===== config.mk =====
export PLATFORM = sky130hd
export DESIGN_NAME = matrix_index_counter
export DESIGN_NICKNAME = d
export VERILOG_FILES = /design/src/rtl/matrix_index_counter.sv
export SDC_FILE = /design/constraint.sdc
export NUM_CORES = 1
export LEC_CHECK = 0
export ABC_AREA = 0
export CAP_MARGIN = 20
export CORE_MARGIN = 3
export CORE_UTILIZATION = 33
export DETAILED_ROUTE_END_ITERATION = 6
export HOLD_SLACK_MARGIN = 0.12
export PLACE_DENSITY = 0.63
export SETUP_SLACK_MARGIN = 0.3
export SLEW_MARGIN = 30
export SYNTH_ARGS = -nofsm -noshare
export SYNTH_HDL_FRONTEND = slang
export SYNTH_SLANG_ARGS = --single-unit

===== constraint.sdc =====
create_clock -name clock_i -period 1.51 [get_ports clock_i]
set_input_delay 0.302 -clock clock_i [delete_from_list [all_inputs] [get_ports clock_i]]
set_output_delay 0.302 -clock clock_i [all_outputs]
set_load 0.01 [all_outputs]

===== src/rtl/matrix_index_counter.sv =====
// matrix_index_counter
// Walks a (row, column) matrix one element per increment between run-time limits.
// A run is opened by start, which latches the limits. Each increment advances the
// inner index. The final increment returns to IDLE and raises done for one cycle.
// Traversal order is fixed by ROW_MAJOR: 1 means column innermost, 0 means row innermost.
// Wrap-around uses an equality compare against the latched limit, so an all-ones limit
// uses the full index range and never depends on overflow.

module matrix_index_counter #(
  parameter int ROW_WIDTH = 2,
  parameter int COL_WIDTH = 2,
  parameter bit ROW_MAJOR = 1'b1
) (
  input  logic                 clock_i,
  input  logic                 clear_n_i,
  input  logic                 abort_i,
  input  logic                 start_i,
  input  logic [ROW_WIDTH-1:0] row_limit_i,
  input  logic [COL_WIDTH-1:0] col_limit_i,
  input  logic                 increment_i,
  output logic [ROW_WIDTH-1:0] row_index_o,
  output logic [COL_WIDTH-1:0] col_index_o,
  output logic                 busy_o,
  output logic                 last_row_o,
  output logic                 last_col_o,
  output logic                 last_value_o,
  output logic                 done_o
);

  localparam logic [ROW_WIDTH-1:0] ROW_STEP = ROW_WIDTH'(1);
  localparam logic [COL_WIDTH-1:0] COL_STEP = COL_WIDTH'(1);

  typedef enum logic [0:0] {
    ST_IDLE = 1'b0,
    ST_RUN  = 1'b1
  } state_e;

  state_e                 state_q,   state_d;
  logic [ROW_WIDTH-1:0]   row_q,     row_d;
  logic [COL_WIDTH-1:0]   col_q,     col_d;
  logic [ROW_WIDTH-1:0]   row_lim_q, row_lim_d;
  logic [COL_WIDTH-1:0]   col_lim_q, col_lim_d;
  logic                   done_q,    done_d;

  logic                   busy_s;
  logic                   row_at_lim_s;
  logic                   col_at_lim_s;
  logic                   last_value_s;

  assign busy_s       = (state_q == ST_RUN);
  assign row_at_lim_s = (row_q == row_lim_q);
  assign col_at_lim_s = (col_q == col_lim_q);
  assign last_value_s = busy_s & row_at_lim_s & col_at_lim_s;

  // Next-state logic: abort first, then start in IDLE, then increment in RUN.
  always_comb begin
    state_d   = state_q;
    row_d     = row_q;
    col_d     = col_q;
    row_lim_d = row_lim_q;
    col_lim_d = col_lim_q;
    done_d    = 1'b0;

    if (abort_i) begin
      state_d = ST_IDLE;
      row_d   = '0;
      col_d   = '0;
    end else begin
      case (state_q)
        ST_IDLE: begin
          if (start_i) begin
            state_d   = ST_RUN;
            row_lim_d = row_limit_i;
            col_lim_d = col_limit_i;
            row_d     = '0;
            col_d     = '0;
          end else begin
            state_d = ST_IDLE;
          end
        end
        ST_RUN: begin
          if (!increment_i) begin
            state_d = ST_RUN;
          end else if (last_value_s) begin
            // Final element consumed: close the run and pulse done.
            state_d = ST_IDLE;
            row_d   = '0;
            col_d   = '0;
            done_d  = 1'b1;
          end else if (ROW_MAJOR) begin
            if (col_at_lim_s) begin
              col_d = '0;
              row_d = row_q + ROW_STEP;
            end else begin
              col_d = col_q + COL_STEP;
            end
          end else begin
            if (row_at_lim_s) begin
              row_d = '0;
              col_d = col_q + COL_STEP;
            end else begin
              row_d = row_q + ROW_STEP;
            end
          end
        end
        default: begin
          state_d = ST_IDLE;
          row_d   = '0;
          col_d   = '0;
        end
      endcase
    end
  end

  // State registers with synchronous active-low clear.
  always_ff @(posedge clock_i) begin
    if (!clear_n_i) begin
      state_q   <= ST_IDLE;
      row_q     <= '0;
      col_q     <= '0;
      row_lim_q <= '0;
      col_lim_q <= '0;
      done_q    <= 1'b0;
    end else begin
      state_q   <= state_d;
      row_q     <= row_d;
      col_q     <= col_d;
      row_lim_q <= row_lim_d;
      col_lim_q <= col_lim_d;
      done_q    <= done_d;
    end
  end

  assign row_index_o  = row_q;
  assign col_index_o  = col_q;
  assign busy_o       = busy_s;
  assign last_row_o   = busy_s & row_at_lim_s;
  assign last_col_o   = busy_s & col_at_lim_s;
  assign last_value_o = last_value_s;
  assign done_o       = done_q;

endmodule

Word level (Yosys, flattened, before mapping)

Cells that the tools add are included.

Register bits: 10
Input bits: 9
Output and inout port bits: 9
Logic and storage cells: 39

Add/subtract/negate cells: 2
Equality and inequality tests: 5
Muxes and demuxes: 14
Bitwise gates (word level): 7
Reduce and logical (&&, ||, !) cells: 5

Operator list:

| operator            | number |
|---|---|
| $mux 2              | 7 |
| $pmux 2 s2          | 2 |
| $reduce_and 3->1    | 2 |
| $add 2x1->2 const B | 2 |
| $eq 2x2->1          | 2 |
| $mux 1              | 4 |
| $ne 2x2->1 const B  | 2 |
| $not 1->1           | 4 |
| $reduce_or 4->1     | 1 |
| $and 1x1->1         | 3 |
| $ne 3x2->1 const B  | 1 |
| $pmux 1 s2          | 1 |
| $reduce_and 2->1    | 1 |
| $reduce_or 2->1     | 1 |

Longest topological paths before layout

Gate-level depths: netlist of run 1.

Word-level depth: 6
Gate-level depth with buffers: 4
Gate-level depth less buffers: 4

Worst setup path before layout of run 1

OpenSTA, ideal clock, no wires.

Path type: register to output
Start point: register col_q[0], in the netlist col_index_o[0]
End point: output last_value_o
Arrival time: 0.996 ns
Required time: 1.208 ns
Slack: 0.212 ns
Cell stages (with the launch flop): 4
Buffers on the path: 0
Cells stage by stage: dfxtp_1 > xnor2_1 > nand2_1 > nor2_1

Word-level cells in the longest chain between the ends: 2

Ends and longest elaborated chain:

| element                | RTL line | text |
|---|---|---|
| start, declared        | 40       | `logic [COL_WIDTH-1:0] col_q, col_d;` |
| start signal, assigned | 127      | `col_q <= col_d;` |
| $eq 2x2->1             | 52       | `assign col_at_lim_s = (col_q == col_lim_q);` |
| $and 1x1->1            | 53       | `assign last_value_s = busy_s & row_at_lim_s & col_at_lim_s;` |
| end, declared          | 26       | `output logic last_value_o,` |

Every way passes these cells.

Worst setup path after layout of run 1

Ends and elaborated chain as after synthesis.

==> results of run 1 <==
[cells in the mapped netlist, types with 2 or more instances]
library cell  number  share of area
o21ai_0            8          0.079
a21oi_1            2          0.020
nor2_1             5          0.037
nand2b_1           2          0.025
nor2b_1            4          0.049
dfxtp_1           10           0.39
a21boi_0           4          0.059
nand3_1            3          0.029
xnor2_1            4          0.069
nand2_1            8          0.059
nand4b_1           2          0.034
[per-stage QoR]
step           setup WS (ns)  total power [mW]
6_report            -0.02862            0.6900
5_1_grt             -0.07777            0.7207
4_1_cts             0.003732            0.6681
3_5_place_dp         -0.1556            0.3980
3_3_place_gp         -0.1260            0.3976
2_1_floorplan         0.3036            0.3299
[kinds of logic (layout without fill, tap and decap cells)]
logic type             count (synthesis)  after routing
AND/OR/NAND/NOR                       30             30
AO/OA/AOI/OAI                         18             18
flip-flops                            10             10
XOR/XNOR                               4              4
buffers and inverters                  1             43
[area by class of cell]
type                    count  area [um2]  area share
inverters                   1       3.754    0.003676
multi-input cells          52       424.2      0.4154
flip-flops and latches     10       211.5      0.2071
clock buffers               4       36.28     0.03554
well taps                  15       18.77     0.01838
repair buffers             38       326.6      0.3199
[layer usage]
layer  share of wire  wire, um
met1            0.38       646
met2            0.52       897
met3           0.063       108
met4           0.038        65
met5               0         0
[worst paths after layout]
path         slack, ns             end
max reg2reg       0.16  row_index_o[1]
min               0.47          busy_o
min reg2reg       0.52    col_lim_q[0]
max              -0.03    last_value_o
[worst max-delay path: stages, from the launching register on]
cell and delay [ns]:
dfxtp_2 0.33, xnor2_2 0.16, buf_4 0.16, nand2_4 0.06, nor2_4 0.13, buf_6 0.12
[sequential cells by signal, summed over array words and instances, names as in the netlist]
register,cells
busy_o,1
col_index_o,2
col_lim_q,2
done_o,1
row_index_o,2
row_lim_q,2
[report_power, final]
group          internal [mW]  total, mW  switching [mW]
registers              0.272      0.279         0.00720
clock network          0.147      0.249           0.102
logic                 0.0914      0.162          0.0706
[what timing repair did]
| action | 4_1_cts | 5_1_grt |
|---|---|---|
| setup buffers | 5 | 2 |
| gates resized for setup | 53 | 19 |
| pin swaps | 8 | 10 |
| hold endpoints to repair | 0 | 0 |
| setup endpoints to repair | 10 | 14 |
==> impl_results.md, run 1 <==
- Final nets: around 120
- Row cnt: 13
- Largest family of logic cells by synthesized area: simple AND/OR/NAND/NOR gates
- Setup TNS: -0.02862 ns
- Final slew viol count: 0
- Finished Layout Cells: 120
- Initial antenna violation count: 0
- Final Util: 0.7473
- Sink Count: 10
- Synth Area in XOR/XNOR: 0.06880
- Unrepaired setup endpoints after global routing: yes
- Starting DRT DRC Count: 8
- Routed WL: 1718 um
- Via count: roughly 640
- Crit path from: col_index_o[0]
- Fill cells: 105
- Die Ht: 45.28 um
- Final instance area: about 1000 um2
- Post-CTS Hold Buffers: 0
- GR Layer Usage met1: 0.1566
- Worst-path clk slew: about 0.070 ns
- H-tree levels: 1
- Total GRT Usage: 0.1705
- Global route total overflow: 0
- First-pass GRT wire length: about 2400 um
- Synthesized area: ~500 um2
- Reg2Reg Depth: 7
- Pleak: around 0.44 nW
- Highest-count cells in the layout ignoring fill and taps: buf_4 (15), dfxtp_2 (9), buf_6 (7)
- Critical Path RT: ~1.2 ns
- Post-Syn Area per Cell: just over 8 um2
- Power Density: 675.8 nW/um2
- TritonCTS clock tree: built
- Status: finished, violations left
- Die area: 2050 um2
- Placed inst area: just over 800 um2
- # setup viols final: 1
- Avg WL per Cell: 14.32 um
- Maximum clock frequency: ~650 MHz
- Ant diodes: 0
- GRT busiest layer: met2
- Kind of critical path: reg -> out
- Hold Path Origin: start_i
- Mux contribution to synthesized area: 0
- Final Cycle Share: 1.019
- Post-Synth Adder-Cell Area: 0
- Synth warnings: 0
- Crit start category: register
- DRT Pass-1 Iters: 4
- Width of the chip: 45.28 um
- Async S/R FF share, synth: 0
- FF-to-FF Start: col_index_o[0]
- Post-Synth Simple-Gate Area: 0.3145
- Failing checks: setup timing
- Count of cell types in the netlist: 22
- Inst Count DP: around 110
- Fin. Hold Viols: 0
- Post-synthesis register bit count: 10
- DRC violation count after routing: 0
- Max cap viols: 0
- Vias per cell: about 5.3
- Worst VDD drop: around 0.46 mV
- Worst Setup Slack, final: -0.02862 ns
- I/O Buffers: 17
- DP HPWL: 1091 um
- Synth Area in Compound Gates: 0.2162
- Cells after Synth: 63
- Clock skew: around 0.0056 ns
- Post-route minimum period: 1.539 ns
- Sequential area share after synthesis: 0.3931
- Starting Density: 0.3727
- Layout area overhead: 100.5%
- Worst Hold Path Cells: 3
- Routed Antenna Nets: 0
- Hold/Removal Path Class: in -> reg
- Clock Root Buffer: clkbuf_4
- Largest net degree at the start of global routing: 9
- Crit. End Element: output port
- IO Count: 18
- Cts bufs inserted: 3
- Most common cell after layout, fill and taps aside: buf_4
- Crit-path max FO: 2
- Worst-skew pair later-pin latency: between 0.2 and 0.3 ns
- Maximum clock path buffer count: 2
- Vias in the first global route: about 570
- Share of cells above drive strength 1: 0.5714
- Relative slew slack: 0.8321
- Synthesized Nets: 72
- Critical Path AT: about 1.2 ns
- Number of synthesized flops with an enable pin: 0
- GP Congestion: between 0.7 and 0.8
- Main synth FF type: dfxtp_1
- Grt met2 use: 0.3136
- Worst Hold Margin: around 0.47 ns
- Core area: between 1000 and 1500 um2
- Measured slew at the worst slew-check pin: roughly 0.25 ns
- M3 GR Usage: 0.05976
No activity file was read; power rests on OpenSTA's default activity.
==> run 2, diff against run 1 <==
--- a/config.mk
+++ b/config.mk
@@ -13,7 +13,7 @@
 export HOLD_SLACK_MARGIN = 0.12
 export PLACE_DENSITY = 0.63
 export SETUP_SLACK_MARGIN = 0.3
-export SLEW_MARGIN = 30
+export SLEW_MARGIN = 0
 export SYNTH_ARGS = -nofsm -noshare
 export SYNTH_HDL_FRONTEND = slang
 export SYNTH_SLANG_ARGS = --single-unit
==> results of run 2 <==
No change in the layout: final DEF, timing and power equal those of run 1.
